$ cat config.mk
export PLATFORM = sky130hd
export DESIGN_NAME = mmio_pwm_responder
export DESIGN_NICKNAME = d
export VERILOG_FILES = /design/src/rtl/mmio_pwm_responder.sv
export SDC_FILE = /design/constraint.sdc
export NUM_CORES = 1
export LEC_CHECK = 0
export BUFFER_PORTS_ARGS = -buffer_cell sky130_fd_sc_hd__buf_2
export CAP_MARGIN = 20
export CORE_MARGIN = 5
export CORE_UTILIZATION = 53
export CTS_CLUSTER_SIZE = 8
export DETAILED_ROUTE_END_ITERATION = 8
export PLACE_DENSITY = 0.84
export SETUP_SLACK_MARGIN = 0.3
export SLEW_MARGIN = 10
export SYNTH_ARGS = -nofsm -noshare
export SYNTH_HDL_FRONTEND = slang
export SYNTH_SLANG_ARGS = --single-unit
$ cat constraint.sdc
create_clock -name clk -period 2 [get_ports clk]
set_input_delay 0.2 -clock clk [delete_from_list [all_inputs] [get_ports clk]]
set_output_delay 0.2 -clock clk [all_outputs]
set_load 0.005 [all_outputs]
$ cat src/rtl/mmio_pwm_responder.sv
// Memory-mapped PWM / timer responder for a small RISC-V style data bus.
// A 16-byte window at BASE_ADDR holds a 4-channel PWM duty register and
// free-running millisecond / microsecond counters, plus a read-only ID word.
//
// Ports:
//   clk            system clock, all state updates on posedge
//   reset          synchronous active-low reset
//   funct3         load/store size and sign (lb/lh/lw/lbu/lhu, sb/sh/sw)
//   dmem_wren      store strobe for the current address
//   dmem_address   byte address from the core
//   dmem_data_in   right-aligned store data
//   dmem_data_out  registered load data, one cycle after the address
//   led/red/green/blue  active-high PWM outputs
module mmio_pwm_responder #(
  parameter logic [31:0] BASE_ADDR = 32'hFFFF_FFF0,
  parameter int unsigned CLK_HZ    = 12000000
) (
  input  logic        clk,
  input  logic        reset,
  input  logic [2:0]  funct3,
  input  logic        dmem_wren,
  input  logic [31:0] dmem_address,
  input  logic [31:0] dmem_data_in,
  output logic [31:0] dmem_data_out,
  output logic        led,
  output logic        red,
  output logic        green,
  output logic        blue
);

  localparam int unsigned US_DIV = (CLK_HZ / 1000000 > 0) ? CLK_HZ / 1000000 : 1;
  localparam int unsigned MS_DIV = (CLK_HZ / 1000 > 0) ? CLK_HZ / 1000 : 1;
  localparam int unsigned US_W   = (US_DIV > 1) ? $clog2(US_DIV) : 1;
  localparam int unsigned MS_W   = (MS_DIV > 1) ? $clog2(MS_DIV) : 1;
  localparam logic [31:0] ID_VALUE = 32'h5057_4D31;

  localparam logic [2:0] F3_B  = 3'b000;
  localparam logic [2:0] F3_H  = 3'b001;
  localparam logic [2:0] F3_W  = 3'b010;
  localparam logic [2:0] F3_BU = 3'b100;
  localparam logic [2:0] F3_HU = 3'b101;

  logic [31:0]     pwm_q;
  logic [31:0]     pwm_d;
  logic [31:0]     millis;
  logic [31:0]     micros;
  logic [7:0]      pwm_cnt;
  logic [US_W-1:0] us_presc;
  logic [MS_W-1:0] ms_presc;

  logic        hit_c;
  logic        us_tick_c;
  logic        ms_tick_c;
  logic [31:0] rd_word_c;
  logic [31:0] rd_shift_c;
  logic [31:0] load_data_c;

  assign hit_c     = (dmem_address[31:4] == BASE_ADDR[31:4]);
  assign us_tick_c = (us_presc == US_W'(US_DIV - 1));
  assign ms_tick_c = (ms_presc == MS_W'(MS_DIV - 1));

  // Read path: select word, align addressed byte/half to bit 0, extend.
  always_comb begin
    rd_word_c   = 32'h0;
    load_data_c = 32'h0;
    case (dmem_address[3:2])
      2'd0: rd_word_c = pwm_q;
      2'd1: rd_word_c = millis;
      2'd2: rd_word_c = micros;
      2'd3: rd_word_c = ID_VALUE;
      default: rd_word_c = 32'h0;
    endcase
    rd_shift_c = rd_word_c >> {dmem_address[1:0], 3'b000};
    if (hit_c) begin
      case (funct3)
        F3_B:    load_data_c = {{24{rd_shift_c[7]}}, rd_shift_c[7:0]};
        F3_H:    load_data_c = {{16{rd_shift_c[15]}}, rd_shift_c[15:0]};
        F3_W:    load_data_c = rd_shift_c;
        F3_BU:   load_data_c = {24'h0, rd_shift_c[7:0]};
        F3_HU:   load_data_c = {16'h0, rd_shift_c[15:0]};
        default: load_data_c = 32'h0;
      endcase
    end
  end

  // Write path: only the PWM word is writable; misaligned sh/sw are dropped.
  always_comb begin
    pwm_d = pwm_q;
    if (hit_c && dmem_wren && (dmem_address[3:2] == 2'd0)) begin
      case (funct3)
        F3_B: pwm_d[{dmem_address[1:0], 3'b000} +: 8] = dmem_data_in[7:0];
        F3_H: begin
          if (!dmem_address[0])
            pwm_d[{dmem_address[1], 4'b0000} +: 16] = dmem_data_in[15:0];
        end
        F3_W: begin
          if (dmem_address[1:0] == 2'b00)
            pwm_d = dmem_data_in;
        end
        default: pwm_d = pwm_q;
      endcase
    end
  end

  // Bus-side registers: PWM duty word and load data.
  always_ff @(posedge clk) begin
    if (!reset) begin
      pwm_q         <= 32'h0;
      dmem_data_out <= 32'h0;
    end else begin
      pwm_q         <= pwm_d;
      dmem_data_out <= load_data_c;
    end
  end

  // Prescalers and PWM sweep counter run every cycle.
  always_ff @(posedge clk) begin
    if (!reset) begin
      us_presc <= '0;
      ms_presc <= '0;
      pwm_cnt  <= 8'd0;
    end else begin
      us_presc <= us_tick_c ? '0 : us_presc + US_W'(1);
      ms_presc <= ms_tick_c ? '0 : ms_presc + MS_W'(1);
      pwm_cnt  <= pwm_cnt + 8'd1;
    end
  end

  // Microsecond counter; written only on its tick, wraps naturally.
  always_ff @(posedge clk) begin
    if (!reset)
      micros <= 32'h0;
    else if (us_tick_c)
      micros <= micros + 32'd1;
  end

  // Millisecond counter; written only on its tick, wraps naturally.
  always_ff @(posedge clk) begin
    if (!reset)
      millis <= 32'h0;
    else if (ms_tick_c)
      millis <= millis + 32'd1;
  end

  // PWM outputs: high while the sweep counter is below the duty value.
  always_ff @(posedge clk) begin
    if (!reset) begin
      led   <= 1'b0;
      red   <= 1'b0;
      green <= 1'b0;
      blue  <= 1'b0;
    end else begin
      led   <= (pwm_cnt < pwm_q[31:24]);
      red   <= (pwm_cnt < pwm_q[23:16]);
      green <= (pwm_cnt < pwm_q[15:8]);
      blue  <= (pwm_cnt < pwm_q[7:0]);
    end
  end

endmodule

==> metrics.md, run 1 <==
| Metric | Value |
|---|---|
| Layout fillers | `1,183` |
| Placed Area | `0.01006 mm^2` |
| Final setup fails | `0` |
| Relative slew slack | `67.00%` |
| Async SR Flop Fraction | `0%` |
| VDD IR max | `0.0006297 V` |
| Clock buffer depth | `2` |
| Antenna violations before repair | `0` |
| Kind of critical path | `reg2reg` |
| Tcrit/Tclk final | `99.71%` |
| Vias per cell | `5.966` |
| First-pass GRT wire length | `41,400 um` |
| Global route overflow | `0` |
| Pwr Density | `611.7 mW/mm^2` |
| Iter 0 DRT Violations | `1,055` |
| Synth top cells by count | `dfxtp_1 (158), nand2_1 (90), nor2_1 (78), o21ai_0 (60), xnor2_1 (51)` |
| Worst-path clk slew | `approximately 70 ps` |
| Final slew viol count | `0` |
| Via Count | `8,549` |
| Antenna diode count | `0` |
| Post-route cell area | `around 0.011 mm^2` |
| P_leak | `0.004548 uW` |
| CP Data Required Time | `2310 ps` |
| Core ar. | `~0.016 mm^2` |
| DRC Markers | `0` |
| Final Non-Filler Cells | `around 1,400` |
| Wire length per cell | `approximately 19 um` |
| Syn_nets | `1,136` |
| Worst-skew pair later-pin latency | `440 ps` |
| Tightest Pin Transition | `491.3 ps` |
| Share of cells above drive strength 1 | `around 31%` |
| RSZ-0062 raised after global routing | `yes` |
| Syn. warnings | `0` |
| Synth area leader | `dfxtp_1` |
| Post-route ant nets | `0` |
| Post-synthesis cell type count | `70` |
| CP max stage delay | `between 300 and 400 ps` |
| Final Critical Period | `around 2000 ps` |
| CTS buffer count | `17` |
| Top delay family on crit path | `simple AND/OR/NAND/NOR gates` |
| Share of the yosys chip area belonging to registers | `between 30% and 40%` |
| Synth Area per Inst | `8.569 um^2` |
| HP Class | `in2reg` |
| Crit. End Element | `flop` |
| Status | `finished, final reports clean` |
| CP max stage cell | `dfxtp_4` |
| Die X | `roughly 140 um` |
| GRT Overall Usage | `26.15%` |
| Synthesized area | `0.008808 mm^2` |
| Most common cell in the netlist | `dfxtp_1` |
| Synth top area share | `a little over a third` |
| Crit path DAT | `approximately 2300 ps` |
| GP Congestion | `between 0.9 and 1` |
| Worst setup SP type | `flop` |
| FMAX | `0.5015 GHz` |
| Clock root cell | `clkbuf_16` |
| Fin. Hold Viols | `0` |
| Hold Slack | `152.6 ps` |
| Number of synthesized flops with an enable pin | `0` |
| CTS sink count | `158` |
| Synth top area cells | `dfxtp_1 (36%), ha_1 (5.4%), xnor2_1 (5.1%), mux2i_1 (4.3%), nand2_1 (3.8%)` |
| # rows | `47` |
| Critical path buffers and inverters | `3` |
| Chip height | `138.9 um` |
| Cell Count Post-Placement | `1,367` |
| Die area | `0.01930 mm^2` |
| Synth-to-layout area growth | `28.79%` |
| Skew final | `roughly 12 ps` |
| Flops & latches, synth | `158` |
| PortBufs | `105` |
| TritonRoute pass-1 iters | `6` |
| Final Core Density | `between 60% and 70%` |
| Max Cap Viol | `0` |
| Cts hold-fix bufs | `0` |
| Overall Power | `approximately 6900 uW` |
| Final Net Count | `between 1,000 and 1,500` |
| Starting Density | `53.50%` |
| CTS tree | `done` |
| Max H-tree Level | `4` |
| Cell-by-cell trace of the critical path | `nand4_1 > nor4_4 > buf_4 > nand4_1 > buf_4 > buf_6 > o21ai_0 > a21oi_2` |
| Pin count of the biggest net entering global routing | `40` |
| Most used DFF post-synth | `dfxtp_1` |
| Top Ports | `between 100 and 150` |
| Routed WL | `27,390 um` |
| Syn Inst Count | `1,028` |
| Worst-path maximum fanout | `6` |
| Vias in the first global route | `8,091` |
| DP HPWL | `18,870 um` |
[placed cells by master (no fill, tap or decap), drive strengths merged, types with 2 or more instances in the layout]
cell type  netlist  routed
inv             50      52
o221ai           2       2
and2            45      45
nor3            19      19
a211oi          23      23
o21ai           60      60
buf             24     206
mux2i           39      39
a22o             7       7
a21o             8       8
mux2            10      10
nand3           38      38
clkinvlp         0       6
and3            13      13
a21boi           2       2
ha              38      38
o22ai           15      15
nor2b           29      29
a2bb2oi          3       3
nand3b           2       2
nand4           25      25
xnor2           51      51
clkbuf          30      21
or2              4       4
and4             5       5
nor2            78      78
o211ai          11      11
or3             10      10
xor2            21      21
nand2           91      91
dfxtp          158     158
a222oi           8       8
a22oi           17      17
a21oi           40      40
o2bb2ai          8       8
clkinv           1       4
nand2b          14      14
nor4            11      11
[layout make-up]
type	instances	area [um^2]	share of cell area (%)
well taps	220	275.3	2.426
inverters	51	200.2	1.765
repair buffers	207	1388	12.23
multi-input cells	765	5712	50.35
clock inverters	12	112.6	0.9926
clock buffers	20	446.7	3.937
flip-flops and latches	158	3211	28.30
[tightest hold or removal path, stage by stage]
cell     delay [ps]
buf_2           160
a22oi_1          90
nor2b_1         100
[worst paths after layout]
kind                            from                       to  slack [ps]  cells after the start
min                  dmem_data_in[3]                     flop         150                      3
min reg2reg  millis[31]$_SDFFE_PN0P_  millis[31]$_SDFFE_PN0P_         510                      2
max reg2reg   ms_presc[9]$_SDFF_PP0_  millis[13]$_SDFFE_PN0P_           6                      8
max           ms_presc[9]$_SDFF_PP0_  millis[13]$_SDFFE_PN0P_           6                      8
[what timing repair did]
action | 4_1_cts | 5_1_grt
gates cloned | 1 | 1
resized for setup | 43 | 76
setup buffers | 9 | 23
pin swaps | 17 | 32
setup endpoints to repair | 73 | 107
[where the power goes]
group	switching, uW	internal (uW)	total [uW]
Clock	1360	1750	3110
Combinational	367	271	639
Sequential	24.2	3160	3190
[cell families (layout without fill, tap and decap cells)]
family	Yosys count	count (layout)	synth area share (%)
AOI/OAI and AO/OA	214	214	16.36
xor gates and xnor gates	72	72	7.159
adders and majority gates	38	38	5.398
buffers and inverters	105	290	5.213
DFF	158	158	35.91
muxes	49	49	5.795
and+or+nand+nor	392	392	24.16
[metal layers]
layer  wire length (um)  vias to the layer above  track usage, %
met3               2490                      137           5.621
met2              12750                      510           42.50
met1              10640                     3933           33.38
li1                   -                     3969               -
met4               1506                        0           11.89
met5                  0                        -               0
[metrics by stage]
step                      setup WS [ps]  setup TNS, ps
final                             5.879              0
after global routing             -61.51         -327.0
after CTS                         133.7              0
after detailed placement         -135.9          -4164
after global placement           -94.51          -1189
after floorplan                   258.2              0
Note: power is estimated with default switching activity, not from simulation.
==> run 2: changes to the inputs <==
Settings changed: BUFFER_PORTS_ARGS -buffer_cell sky130_fd_sc_hd__buf_2 to -buffer_cell sky130_fd_sc_hd__buf_4, RECOVER_POWER set to 50, SLEW_MARGIN 10 to 0.
==> run 2 against run 1 <==
Non-clock buffer count is 26 lower. Clock-buffer cell count is 1 higher. Design area is 1.5% lower. Clock power hardly changed. Worst hold slack worse by 68 ps. Final cell count is 1.9% lower. Setup slack better by 58 ps. Fmax is 3.0% higher. Routed wire length is 1.7% lower. Sequential share of layout area is 0.29 points higher. Power is 0.69% higher. Critical path type unchanged. Critical endpoint is now ms_presc[4]$_SDFF_PP0_. Largest cell class unchanged.
==> metrics.md, run 2 (synthesized netlist as in run 1, its figures left out) <==
| Metric | Value |
|---|---|
| Share of cells above drive strength 1 | `25.55%` |
| Dpl ws | `-96.24 ps` |
| Hold Path Depth | `3` |
| Commonest non-fill, non-tap cells in the layout | `dfxtp_1 (135), buf_4 (127), nand2_1 (87), nor2_1 (76), o21ai_0 (58)` |
| Crit path DAT | `approximately 2200 ps` |
| Die X | `138.9 um` |
| GRT Overall Usage | `26.20%` |
| HP Class | `in2reg` |
| RSZ-0062 raised after global routing | `yes` |
| Post-route ant nets | `0` |
| CTS buffer count | `17` |
| VDD IR max | `~0.00064 V` |
| Synth-to-layout area growth | `26.83%` |
| Fin. Hold Viols | `0` |
| Global route overflow | `0` |
| Worst-skew pair later-pin latency | `440 ps` |
| Wire length per cell | `19.14 um` |
| Tightest Pin Transition | `696.7 ps` |
| Max Cap Viol | `0` |
| Final Critical Period | `slightly below 2000 ps` |
| Worst-path maximum fanout | `14` |
| Vias in the first global route | `7,884` |
| Cell Count Post-Placement | `1,357` |
| DP HPWL | `18,920 um` |
| Sw Pwr | `roughly 1700 uW` |
| Die area | `between 0.015 and 0.02 mm^2` |
| Final setup margin | `about 64 ps` |
| CP Data Required Time | `between 2000 and 2500 ps` |
| Final slew viol count | `0` |
| Antenna violations before repair | `1` |
| Cts hold-fix bufs | `0` |
| Final setup fails | `0` |
| Skew final | `9.512 ps` |
| Final Net Count | `1,282` |
| PortBufs | `105` |
| Gate power share | `around a tenth` |
| TritonRoute pass-1 iters | `5` |
| Final Non-Filler Cells | `1,406` |
| Crit. End Element | `flop` |
| Cell depth of the worst flop-to-flop path | `7` |
| Pin count of the biggest net entering global routing | `between 40 and 50` |
| Clock root cell | `clkbuf_16` |
| P_leak | `0.004321 uW` |
| Kind of critical path | `reg2reg` |
| Via Count | `8,404` |
| Antenna diode count | `0` |
| Clock buffer depth | `2` |
| Status | `finished, final reports clean` |
| CTS sink count | `between 150 and 200` |
| First-pass GRT wire length | `40,970 um` |
| Max H-tree Level | `4` |
| DRC Markers | `0` |
| FMAX | `0.5165 GHz` |
| Chip height | `138.9 um` |
| # rows | `47` |
| Pint | `5299 uW` |
| CTS tree | `done` |
| Starting Density | `53.50%` |
| Pwr Density | `625.4 mW/mm^2` |
| Core ar. | `0.01647 mm^2` |
| GP Congestion | `roughly 0.93` |
| Iter 0 DRT Violations | `982` |
| Switching share of power | `24.16%` |
| Relative slew slack | `about 54%` |
| Sequential Power Share | `45.7%` |
| Tcrit/Tclk final | `96.80%` |
| Commonest non-fill, non-tap cell in the layout | `dfxtp_1` |
| Clock network fraction of total power | `44.9%` |
| Worst-path clk slew | `60 ps` |
| Vias per cell | `5.977` |
| Routed WL | `26,920 um` |
| Top Ports | `106` |
| Worst setup SP type | `flop` |
[run 2: final cells by class]
type	count	area [um^2]
Fill cell	1244	5294
Clock buffer	21	440.4
Multi-Input combinational cell	765	5520
Sequential cell	158	3194
Clock inverter	10	117.6
Inverter	51	200.2
Timing Repair Buffer	181	1424
Tap cell	220	275.3
[run 2: path summary, 6_finish.rpt]
kind                                                to              startpoint  slack [ps]
worst min-delay path                              flop         dmem_data_in[1]          90
worst max register to register  ms_presc[4]$_SDFF_PP0_  ms_presc[1]$_SDFF_PP0_          60
worst max-delay path            ms_presc[4]$_SDFF_PP0_  ms_presc[1]$_SDFF_PP0_          60
worst min register to register  micros[6]$_SDFFE_PN0P_  micros[6]$_SDFFE_PN0P_         520
[run 2: power groups by stage]
stage	combinational (uW)	clock (uW)	sequential, uW
6_report	653	3140	3200
5_1_grt	696	3300	3200
4_1_cts	633	3140	3190
3_5_place_dp	610	0	3270
3_3_place_gp	599	0	3260
2_1_floorplan	348	0	3260
[run 2: through the flow]
stage | power [uW] | hold WS [ps] | TNS [ps] | util [%] | cell area [um^2]
final | 6987 | 85.04 | 0 | 67.85 | 11170
after global routing | 7189 | 89.23 | -27.38 | 67.85 | 11170
after CTS | 6970 | 75.63 | 0 | 66.82 | 11000
after detailed placement | 3875 | 420.3 | -916.5 | 62.31 | 10260
after global placement | 3863 | 411.7 | -50.36 | 62.31 | 10260
after floorplan | 3608 | 357.0 | 0 | - | 9032
[run 2: worst max-delay path: stages, from the launching register on]
cell and delay [ps]:
dfxtp_2 350, ha_4 150, buf_6 100, nand4bb_4 100, nor4_2 260, nand2b_1 160, clkbuf_1 520, nor2_1 140
[run 2: layer usage]
| metal | up-vias | routed length [um] | global-route usage (%) |
|---|---|---|---|
| li1 | 3914 | - | - |
| met1 | 3934 | 10810 | 33.71 |
| met2 | 461 | 12680 | 41.86 |
| met3 | 93 | 2202 | 5.172 |
| met4 | 2 | 1214 | 13.39 |
| met5 | - | 13 | 0 |
[run 2: repair_timing]
action | 4_1_cts | 5_1_grt
setup buffers | 8 | 10
endpoints found under the setup margin | 67 | 89
resized for setup | 32 | 40
pin swaps | 7 | 10
